$ cat src/rtl/rfc_pkg.sv
// Shared definitions for the readout frame controller: FSM encoding,
// FIFO word flag positions and the default frame geometry.
package rfc_pkg;

    typedef enum logic [1:0] {
        IDLE = 2'd0,
        SYNC = 2'd1,
        CAPT = 2'd2,
        DROP = 2'd3
    } state_t;

    localparam int DW_DEF        = 16;
    localparam int FRAME_LEN_DEF = 48;

    function automatic int sof_pos(input int dw);
        return dw + 1;
    endfunction

    function automatic int eof_pos(input int dw);
        return dw;
    endfunction

    localparam int SOF_POS = sof_pos(DW_DEF);
    localparam int EOF_POS = eof_pos(DW_DEF);

endpackage

$ cat src/rtl/rfc_frame_counter.sv
// In-frame word counter and SR alignment decode; the count restarts at
// zero whenever the controller does not explicitly advance it.
module rfc_frame_counter
    import rfc_pkg::*;
#(
    parameter int FRAME_LEN = FRAME_LEN_DEF,
    parameter int WCNT_W    = $clog2(FRAME_LEN)
) (
    input  logic CLK,
    input  logic RST,
    input  logic adv,
    input  logic sr,
    output logic first,
    output logic last,
    output logic sr_early,
    output logic sr_missing,
    output logic frame_ok
);

    localparam logic [WCNT_W-1:0] LAST_IDX = WCNT_W'(FRAME_LEN - 1);

    logic [WCNT_W-1:0] wcnt;

    always_ff @(posedge CLK) begin
        if (RST) begin
            wcnt <= '0;
        end else if (adv) begin
            wcnt <= wcnt + WCNT_W'(1);
        end else begin
            wcnt <= '0;
        end
    end

    assign first      = (wcnt == '0);
    assign last       = (wcnt == LAST_IDX);
    assign frame_ok   = sr && last;
    assign sr_early   = sr && !last;
    assign sr_missing = !sr && last;

endmodule

$ cat src/rtl/readout_frame_ctrl.sv
// Run controller between the free-running pixel source and the readout FIFO:
// frame alignment, SOF/EOF tagging, stop/overflow/timeout handling and stats.
module readout_frame_ctrl
    import rfc_pkg::*;
#(
    parameter int FRAME_LEN = FRAME_LEN_DEF,
    parameter int DW        = DW_DEF,
    parameter int TMO_CYC   = 96
) (
    input  logic          CLK,
    input  logic          RST,
    input  logic          RUN_START,
    input  logic          RUN_STOP,
    input  logic [15:0]   NFRAMES,
    input  logic [DW-1:0] DATA_IN,
    input  logic          SR_IN,
    input  logic          FIFO_FULL,
    input  logic          CLR_ERR,
    output logic [DW+1:0] FIFO_DOUT,
    output logic          FIFO_WR,
    output logic          BUSY,
    output logic [15:0]   FRAMES_DONE,
    output logic [15:0]   DROP_CNT,
    output logic          ERR_OVF,
    output logic          ERR_LEN,
    output logic          ERR_TMO
);

    localparam int            TW       = $clog2(TMO_CYC);
    localparam logic [TW-1:0] TMO_LAST = TW'(TMO_CYC - 1);

    function automatic logic [15:0] sat_inc16(input logic [15:0] v);
        return (v == 16'hFFFF) ? v : v + 16'd1;
    endfunction

    state_t        state, state_n;
    logic [15:0]   nframes_q;
    logic          stop_pend, stop_n, stop_req;
    logic [TW-1:0] tcnt, tcnt_n;
    logic          adv, wr_n, sof_n, eof_n;
    logic          start_ev, fd_inc, ovf_ev, len_ev, tmo_ev;
    logic          first, last, sr_early, sr_missing, frame_ok;

    rfc_frame_counter #(.FRAME_LEN(FRAME_LEN)) u_cnt (
        .CLK        (CLK),
        .RST        (RST),
        .adv        (adv),
        .sr         (SR_IN),
        .first      (first),
        .last       (last),
        .sr_early   (sr_early),
        .sr_missing (sr_missing),
        .frame_ok   (frame_ok)
    );

    always_comb begin
        state_n  = state;
        stop_n   = stop_pend;
        stop_req = stop_pend || RUN_STOP;
        tcnt_n   = '0;
        adv      = 1'b0;
        wr_n     = 1'b0;
        sof_n    = 1'b0;
        eof_n    = 1'b0;
        start_ev = 1'b0;
        fd_inc   = 1'b0;
        ovf_ev   = 1'b0;
        len_ev   = 1'b0;
        tmo_ev   = 1'b0;
        unique case (state)
            IDLE: begin
                // A stop arriving with the start is remembered so exactly one frame is taken.
                stop_n = RUN_START && RUN_STOP;
                if (RUN_START) begin
                    start_ev = 1'b1;
                    state_n  = SYNC;
                end
            end
            SYNC: begin
                if (RUN_STOP) begin
                    state_n = IDLE;
                end else if (SR_IN) begin
                    state_n = CAPT;
                end else if (tcnt == TMO_LAST) begin
                    tmo_ev  = 1'b1;
                    state_n = IDLE;
                end else begin
                    tcnt_n = tcnt + TW'(1);
                end
            end
            CAPT: begin
                stop_n = stop_req;
                if (FIFO_FULL) begin
                    // SR on the lost word already marks the next boundary, so no DROP detour.
                    ovf_ev  = 1'b1;
                    state_n = SR_IN ? CAPT : DROP;
                end else begin
                    wr_n  = 1'b1;
                    sof_n = first;
                    eof_n = SR_IN || last;
                    if (frame_ok) begin
                        fd_inc = 1'b1;
                        if (stop_req || (nframes_q != 16'd0 && FRAMES_DONE + 16'd1 == nframes_q))
                            state_n = IDLE;
                    end else if (sr_early) begin
                        len_ev = 1'b1;
                        if (stop_req)
                            state_n = IDLE;
                    end else if (sr_missing) begin
                        len_ev  = 1'b1;
                        state_n = stop_req ? IDLE : SYNC;
                    end else begin
                        adv = 1'b1;
                    end
                end
            end
            DROP: begin
                if (stop_req) begin
                    state_n = IDLE;
                end else if (SR_IN) begin
                    state_n = CAPT;
                end
            end
        endcase
    end

    always_ff @(posedge CLK) begin
        if (RST) begin
            state       <= IDLE;
            stop_pend   <= 1'b0;
            tcnt        <= '0;
            nframes_q   <= '0;
            FIFO_WR     <= 1'b0;
            FIFO_DOUT   <= '0;
            FRAMES_DONE <= '0;
            DROP_CNT    <= '0;
            ERR_OVF     <= 1'b0;
            ERR_LEN     <= 1'b0;
            ERR_TMO     <= 1'b0;
        end else begin
            state     <= state_n;
            stop_pend <= stop_n;
            tcnt      <= tcnt_n;
            FIFO_WR   <= wr_n;
            FIFO_DOUT <= {sof_n, eof_n, DATA_IN};
            if (start_ev) begin
                nframes_q   <= NFRAMES;
                FRAMES_DONE <= '0;
            end else if (fd_inc) begin
                FRAMES_DONE <= FRAMES_DONE + 16'd1;
            end
            // Clear is applied first so a same-cycle error event survives it.
            ERR_OVF <= (ERR_OVF && !CLR_ERR) || ovf_ev;
            ERR_LEN <= (ERR_LEN && !CLR_ERR) || len_ev;
            ERR_TMO <= (ERR_TMO && !CLR_ERR) || tmo_ev;
            if (ovf_ev)
                DROP_CNT <= sat_inc16(CLR_ERR ? 16'd0 : DROP_CNT);
            else if (CLR_ERR)
                DROP_CNT <= '0;
        end
    end

    assign BUSY = (state != IDLE);

endmodule

$ cat config.mk
export PLATFORM = sky130hd
export DESIGN_NAME = readout_frame_ctrl
export DESIGN_NICKNAME = d
export VERILOG_FILES = /design/src/rtl/rfc_pkg.sv /design/src/rtl/rfc_frame_counter.sv /design/src/rtl/readout_frame_ctrl.sv
export SDC_FILE = /design/constraint.sdc
export NUM_CORES = 1
export LEC_CHECK = 0
export CELL_PAD_IN_SITES_DETAIL_PLACEMENT = 1
export CELL_PAD_IN_SITES_GLOBAL_PLACEMENT = 2
export CORE_MARGIN = 2
export CORE_UTILIZATION = 31
export DETAILED_ROUTE_END_ITERATION = 10
export GPL_TIMING_DRIVEN = 1
export HOLD_SLACK_MARGIN = 0.02
export PLACE_DENSITY = 0.94
export SLEW_MARGIN = 30
export SYNTH_ARGS = -nofsm -noshare
export SYNTH_HDL_FRONTEND = slang
export SYNTH_SLANG_ARGS = --single-unit
$ cat constraint.sdc
create_clock -name CLK -period 8.8 [get_ports CLK]
set_input_delay 1.76 -clock CLK [delete_from_list [all_inputs] [get_ports CLK]]
set_output_delay 1.76 -clock CLK [all_outputs]
set_load 0.01 [all_outputs]
# After elaboration in Yosys (flattened, before gate mapping)
# Index checks and enable logic that the tools add are counted.
# word_totals
reg_bits	86
input_bits	39
out_inout_bits	55
wordCells	102
# op_classes
add_sub_neg	4
n_eq_ne	13
n_mux	41
bitwise_logic	3
n_reduce_logical	28
# ops
operator	count
2-to-1 mux 16 bit	3
adder 16 x 1 -> 16 bit, second input constant	2
2-to-1 mux 1 bit	24
2-to-1 mux 2 bit	12
equality test 16 bit	1
equality test 16 bit, second input constant	1
nonzero test 16 bit	1
!= test 5 bit, second input constant	2
logical AND 1 bit	8
!= test 4 bit, second input constant	2
case mux 2 bit (4 select lines)	1
adder 7 x 1 -> 7 bit, second input constant	1
equality test 7 bit, second input constant	1
adder 6 x 1 -> 6 bit, second input constant	1
equality test 6 bit, second input constant	1
zero test 6 bit	1
logical OR 1 bit	6
AND reduction 6 bit	1
OR reduction 2 bit	3
OR reduction 5 bit	1
equality test 2 bit, second input constant	2
nonzero test 2 bit	2
zero test 1 bit	3
!= test 3 bit, second input constant	1
6 further kinds	8

# Longest topological paths before layout
# Gate-level depths: netlist (run 1).
# depth
depth_word	9
depth_mapped	12

# By module
# Synthesis (run 1) repeated with hierarchy kept, for this count alone.
# unflattened
hier_cells	475
hier_area_um2	4067.7
# modules_own_cells
mod	instances	cells_each	area_per_inst_um2	seq_area_each_um2
readout_frame_ctrl	1	442	3774.9	1601.5
rfc_frame_counter	1	33	292.8	120.1

# Worst setup path before layout (run 1)
# Ideal clock, no wire load.
# synth_path
kind	input to register
start	in CLR_ERR
end	reg DROP_CNT[6]
arrival_time_ps	3713
t_required_ps	8674
path_slack_ps	4961
path_stages	10
n_path_buf	1
path_cell_list	clkbuf_1 > nor2b_1 > ha_1 > nand4b_1 > or4_1 > o21ai_1 > nor2_1 > and3_1 > xnor2_1 > nor2_1
# synth_via
elab_chain_len	4
elab_cells_between_ends	5
classes_between	add/sub: 1; eq/ne: 1; mux: 3
# synth_lines
item	line	text
from (decl)	readout_frame_ctrl.sv:18	input logic CLR_ERR,
2-to-1 mux 16 bit (*)	-	
adder 16 x 1 -> 16 bit / equality test 16 bit (equally long branches)	readout_frame_ctrl.sv:33	return (v == 16'hFFFF) ? v : v + 16'd1;
2-to-1 mux 16 bit	readout_frame_ctrl.sv:33	
2-to-1 mux 16 bit (*)	readout_frame_ctrl.sv:156	if (ovf_ev)
to (signal assigned)	readout_frame_ctrl.sv:157	DROP_CNT <= sat_inc16(CLR_ERR ? 16'd0 : DROP_CNT);
to (decl)	readout_frame_ctrl.sv:23	output logic [15:0] DROP_CNT,
# Every way passes the cells marked *; elsewhere a longest branch is shown, timed or not.
# A chain may end at the register's enable or synchronous reset.

# Worst setup path after layout (run 1)
# Same ends and word-level chain as after synthesis.

==> out/metrics.csv, run 1 <==
metric;value;unit
status;complete, no violations;
synth_xor_area_share;10.3;%
setup_total_negative_slack;0;ns
fin_crit_sh;50.2;%
max_slew_margin;37.4;%
pre_cts_ws;4.06;ns
rrSetupSlack;5.47;ns
vias;3734;
finalHoldViolations;0;
path_max_fanout;11;
max_freq;0.227;GHz
power_density;166;mW/mm^2
synth_top_family_by_area;simple AND/OR/NAND/NOR gates;
worstHoldStart;tcnt[0];
seqCellArea;0.00172;sq mm
r2r_end;state[1];
ys_top_cells_by_area;dfxtp_1, xnor2_1, nor2_1;
dp_hpwl;8.49;mm
grt_start_max_net_pins;52;
synth_fa_ha_area_share;3.06;%
yosysSeqAreaShare;42.1;%
globalRouteOverflowTotal;0;
numCtsBuffers;9;
grt_use_total;16.6;%
required;9.03;ns
cts_tree;done;
cp-start-kind;primary input;
yosys_warnings;0;
wirelength;11.2;mm
synth_edf_count;0;
holdPathStages;1;
synth_compound_area_share;9.94;%
critPathCaptureType;flop;
hp-class;reg -> reg;
pin_count;94;
criticalPathCategory;in -> reg;
firstDrtPassIters;5;
worstSkewPairLatency;0.34;ns
synth_cell_types;55;
grt_pass1_vias;3847;
p_leak;1.89;nW
path_clk_slew;0.06;ns
synthMuxAreaShare;1.31;%
die_x;119;microns
synth.largest_area_cell;dfxtp_1;
worst_path_largest_cell_delay;0.61;ns
clk_path_buf_depth;2;
setup_viol;0;
syn_area;0.00409;sq mm
drive_above_1_share;5.24;%
initial_core_util;32.0;%
drtAntennaViolNets;0;
period_minus_slack;4.41;ns
final_common_cell;clkdlybuf4s50_1;
hold_ws;0.457;ns
multi_input_area;0.00220;sq mm
grt_pass1_wl;19.0;mm
whs_endpoint;tcnt[0];
drc;0;
nFillCells;1516;
synth_area_per_cell;8.37;sq um
postCtsSetupRepairBufs;0;
route.detailed.wl_per_inst;15.0;microns
cts_resized;0;
synthCells;489;
port_buffers;93;
crit_chain;clkdlybuf4s50_1, nor2b_1, ha_1, nand4b_1, or4_1, o21ai_1, nor2_1, and3_1, xnor2_1, nor2_1;
final_nets;617;
post_drt_via_cell_ratio;5.01;
r2r_start;u_cnt.wcnt[0];
core;0.0128;sq mm
synth_flop_cell;dfxtp_1;
clkSinkCount;86;
ys_ff_latch;86;
worst_path_most_repeated_cell;nor2_1;
antenna_found_initial;0;
ff2ff_path_depth;11;
drv_slew;0;
tightestPinTransition;0.939;ns
async_flop_share;0;%
yosys.area_share.simple;29.1;%
finalClockSkew;0.00427;ns
cap_violations;0;
htree_levels;3;
ir_worst_vdd;0.0000842;V
design.die.area;0.0141;sq mm
drt-initial-drc-count;213;
setup_ws;4.39;ns
final_cell_mix;clkdlybuf4s50_1, dfxtp_1, nor2_1;
cts-root-buf;clkbuf_16;
synthesis.nets;538;
rsz0062_at_grt;false;
cp_slowest_cell;clkdlybuf4s50_1;
arrival;4.64;ns
globalplace.congestion;0.869;
rows;41;
die_y;119;microns
synthToLayoutAreaGrowth;32.7;%
synth.top_cell.area_share;42.1;%
n_antenna_cell;0;
ctsHoldBuffers;0;
## worst max-delay path by stage
stage	start	to	slack (ns)	cells after the start
finish	CLR_ERR	DROP_CNT[6]	4.39	10
global route	CLR_ERR	DROP_CNT[6]	4.21	10
CTS	CLR_ERR	DROP_CNT[6]	4.44	10
detailed placement	CLR_ERR	DROP_CNT[6]	4.06	10
global placement	CLR_ERR	DROP_CNT[6]	4.33	10
floorplan	CLR_ERR	DROP_CNT[6]	4.96	10
## layer usage
layer,vias up,GRT usage [%],part of all wire (%)
met1,1793,20.6,44
li1,1823,-,-
met3,24,4.69,6.1
met5,-,0,0
met4,0,7.89,3.2
met2,94,26.5,46
## synth_stat cells, types with 5 or more instances
cell,instances
dfxtp_1,86
nor2_1,59
nand2_1,56
a21oi_1,30
xnor2_1,29
nor2b_1,28
clkbuf_1,20
xor2_1,19
inv_1,18
nand3_1,18
ha_1,10
nand4_1,10
nor3_1,9
o21ai_0,9
and3_1,8
nor4_1,8
nand2b_1,5
## worst max-delay path: cells and delay by family
kind	cells	cell delay (ns)
AO/OA/AOI/OAI	1	0.49
XOR/XNOR	1	0.15
adder cells (fa/ha/maj)	1	0.22
buffers and inverters	1	0.61
AND/OR/NAND/NOR	6	1.41
## stage by stage
| stage | power, W | std cells | instance area, sq um | utilization, % |
|---|---|---|---|---|
| finish | 0.000900 | 745 | 5430 | 42.5 |
| global route | 0.000944 | 745 | 5430 | 42.5 |
| CTS | 0.000915 | 745 | 5430 | 42.5 |
| detailed placement | 0.000525 | 729 | 5130 | 40.2 |
| global placement | 0.000522 | 729 | 5130 | 40.2 |
| floorplan | 0.000478 | 489 | 4090 | - |
## where the power goes
group | switching (W) | leakage, nW | internal (W)
registers | 0.0000148 | 0.700 | 0.000403
clock network | 0.000157 | 0.150 | 0.000228
logic | 0.0000483 | 1.04 | 0.0000494
## registers in the layout, indices dropped and copies added (netlist names), 2 cells and up
| name | count |
|---|---|
| DROP_CNT | 16 |
| tcnt | 7 |
| nframes_q | 16 |
| u_cnt.wcnt | 6 |
| FRAMES_DONE | 16 |
| state | 2 |
| FIFO_DOUT | 18 |
## kinds of logic after synthesis
group | count (synthesis)
mux | 5
fa+ha+maj | 10
flops | 86
compound gates | 64
buf+inv | 43
xor+xnor | 48
simple gates | 233
## layout make-up
class | count | share of cell area [%]
Tap cell | 172 | 3.96
Inverter | 18 | 1.24
Multi-Input combinational cell | 360 | 40.5
Clock inverter | 5 | 1.06
Sequential cell | 86 | 31.7
Timing Repair Buffer | 93 | 17.1
Clock buffer | 11 | 4.47
Note: power is estimated with default switching activity, not from simulation.
==> run 2, diff against run 1 <==
CORE_UTILIZATION = 26   (was 31)
PLACE_DENSITY = 0.85   (was 0.94)
clock period = 3.74 ns   (was 8.8 ns; I/O delays follow)
==> out/metrics.csv, run 2 (same netlist as run 1, synthesis figures left out) <==
metric;value;unit;change
criticalPathCategory;reg -> reg;;was in -> reg
post_drt_via_cell_ratio;4.66;;was 5.01
required;3.97;ns;was 9.03 ns
core;0.0153;sq mm;was 0.0128 sq mm
postCtsSetupRepairBufs;0;;unchanged
cp_num_buf_inv;0;;was 1
pin_count;94;;unchanged
clkSinkCount;86;;unchanged
final_cell_mix;clkdlybuf4s50_1, dfxtp_1, nor2_1;;unchanged
ctsHoldBuffers;0;;unchanged
antenna_found_initial;0;;unchanged
setup_total_negative_slack;0;ns;unchanged
status;complete, no violations;;unchanged
rsz0062_at_grt;false;;unchanged
use_met3;4.58;%;was 4.69%
period_minus_slack;3.35;ns;
grt_use_total;14.4;%;was 16.6%
die_x;129;microns;was 119 microns
critical_path.top_delay_family;simple AND/OR/NAND/NOR gates;;unchanged
cp-start-kind;flop;;was primary input
p_leak;1.91;nW;was 1.89 nW
largest_reg_flops;18;;unchanged
drtAntennaViolNets;0;;unchanged
grt_start_max_net_pins;51;;was 52
tightestPinTransition;0.710;ns;was 0.939 ns
port_buffers;93;;unchanged
max_slew_margin;52.7;%;was 37.4%
drc;0;;unchanged
ir_worst_vdd;0.000204;V;was 0.0000842 V
globalplace.congestion;0.858;;was 0.869
grt_pass1_vias;3783;;was 3847
power_density;396;mW/mm^2;was 166 mW/mm^2
arrival;3.58;ns;was 4.64 ns
path_clk_slew;0.06;ns;about the same
firstDrtPassIters;4;;was 5
fin_crit_sh;89.5;%;
htree_levels;3;;unchanged
cp_slowest_cell;or4_1;;was clkdlybuf4s50_1
n_antenna_cell;0;;unchanged
top_register;FIFO_DOUT;;unchanged
pre_cts_ws;0.312;ns;was 4.06 ns
final_nets;622;;was 617
synthToLayoutAreaGrowth;35.2;%;was 32.7%
path_max_fanout;5;;was 11
grtUsageMet2;23.1;%;was 26.5%
cts_resized;0;;unchanged
clk_path_buf_depth;2;;unchanged
wirelength;11.7;mm;was 11.2 mm
utilization;36.1;%;was 42.5%
drive_above_1_share;5.72;%;was 5.24%
die_y;129;microns;was 119 microns
rows;45;;was 41
vias;3676;;was 3734
setup_viol;0;;unchanged
setup_ws;0.393;ns;was 4.39 ns
worst_path_largest_cell_delay;0.56;ns;was 0.61 ns
hp-class;reg -> reg;;unchanged
grtUsageMet1;17.4;%;was 20.6%
initial_core_util;26.7;%;was 32.0%
globalRouteOverflowTotal;0;;unchanged
grt-busiest-layer;met2;;unchanged
dp_hpwl;8.95;mm;was 8.49 mm
drv_slew;0;;unchanged
worstSkewPairLatency;0.35;ns;was 0.34 ns
finalClockSkew;0.00820;ns;was 0.00427 ns
route.detailed.wl_per_inst;14.9;microns;was 15.0 microns
finalHoldViolations;0;;unchanged
cap_violations;0;;unchanged
max_freq;0.299;GHz;
final_common_cell;clkdlybuf4s50_1;;unchanged
numCtsBuffers;9;;unchanged
drt-initial-drc-count;176;;was 213
crit_chain;ha_1, nand3_1, or3b_2, ha_1, nor3b_1, o21ai_0, nand3_1, or4_1, nor3_2, a31oi_1, mux2_1;;was clkdlybuf4s50_1, nor2b_1, ha_1, nand4b_1, or4_1, o21ai_1, nor2_1, and3_1, xnor2_1, nor2_1
design.die.area;0.0168;sq mm;was 0.0141 sq mm
grt_pass1_wl;18.9;mm;was 19.0 mm
cts-root-buf;clkbuf_16;;unchanged
finalPower;0.00219;W;was 0.000900 W
critPathCaptureType;flop;;unchanged
cts_tree;done;;unchanged
-- run 2: changes by cell type in the layout (fill, tap and decap cells not counted), sizes merged --
cell	change
clkbuf	+1
buf	+5
clkinv	-2
bufinv	+1
inv	-1
-- run 2: path summary, 6_finish.rpt --
kind,from,to,slack [ns],depth (start not counted)
max,u_cnt.wcnt[0],state[1],0.39,11
min,tcnt[0],tcnt[0],0.46,1
max reg2reg,u_cnt.wcnt[0],state[1],0.39,11
min reg2reg,tcnt[0],tcnt[0],0.46,1
-- run 2: cell type report --
cell class / instances / area (sq um)
multi-input combinational: 360 / 2200
clock buffer: 12 / 246
tap: 211 / 264
clock inverter: 3 / 68.8
inverter: 18 / 67.6
fill: 1830 / 9780
timing repair buffer: 98 / 963
sequential: 86 / 1720
-- run 2: power by group --
part	total (W)	internal, W	leakage, nW	switching [W]
clock	0.000972	0.000602	0.153	0.000371
sequential	0.000982	0.000947	0.700	0.0000348
combinational	0.000234	0.000118	1.06	0.000116
total	0.00219	0.00167	1.91	0.000522
-- run 2: metrics by stage --
stage               cell area [sq um]  std cells  hold slack [ns]
global route                     5530        788            0.480
detailed placement               5220        773            0.453
finish                           5530        788            0.462
CTS                              5530        788            0.466
floorplan                        4090        489            0.418
global placement                 5220        773            0.430
-- run 2: worst reg2reg max path, cell delays in order, from the launching register on --
cell	delay (ns)
dfxtp_1	0.41
ha_1	0.22
nand3_1	0.12
or3b_2	0.55
ha_1	0.21
nor3b_1	0.13
o21ai_0	0.21
nand3_1	0.15
or4_1	0.56
nor3_2	0.18
a31oi_1	0.15
mux2_1	0.35
-- run 2: per-layer routing --
layer | part of all wire [%] | routed length [microns] | vias to the layer above
met5 | 0 | 0 | -
met3 | 6.6 | 771 | 23
li1 | - | - | 1827
met4 | 3.2 | 378 | 0
met2 | 45 | 5320 | 89
met1 | 45 | 5250 | 1737
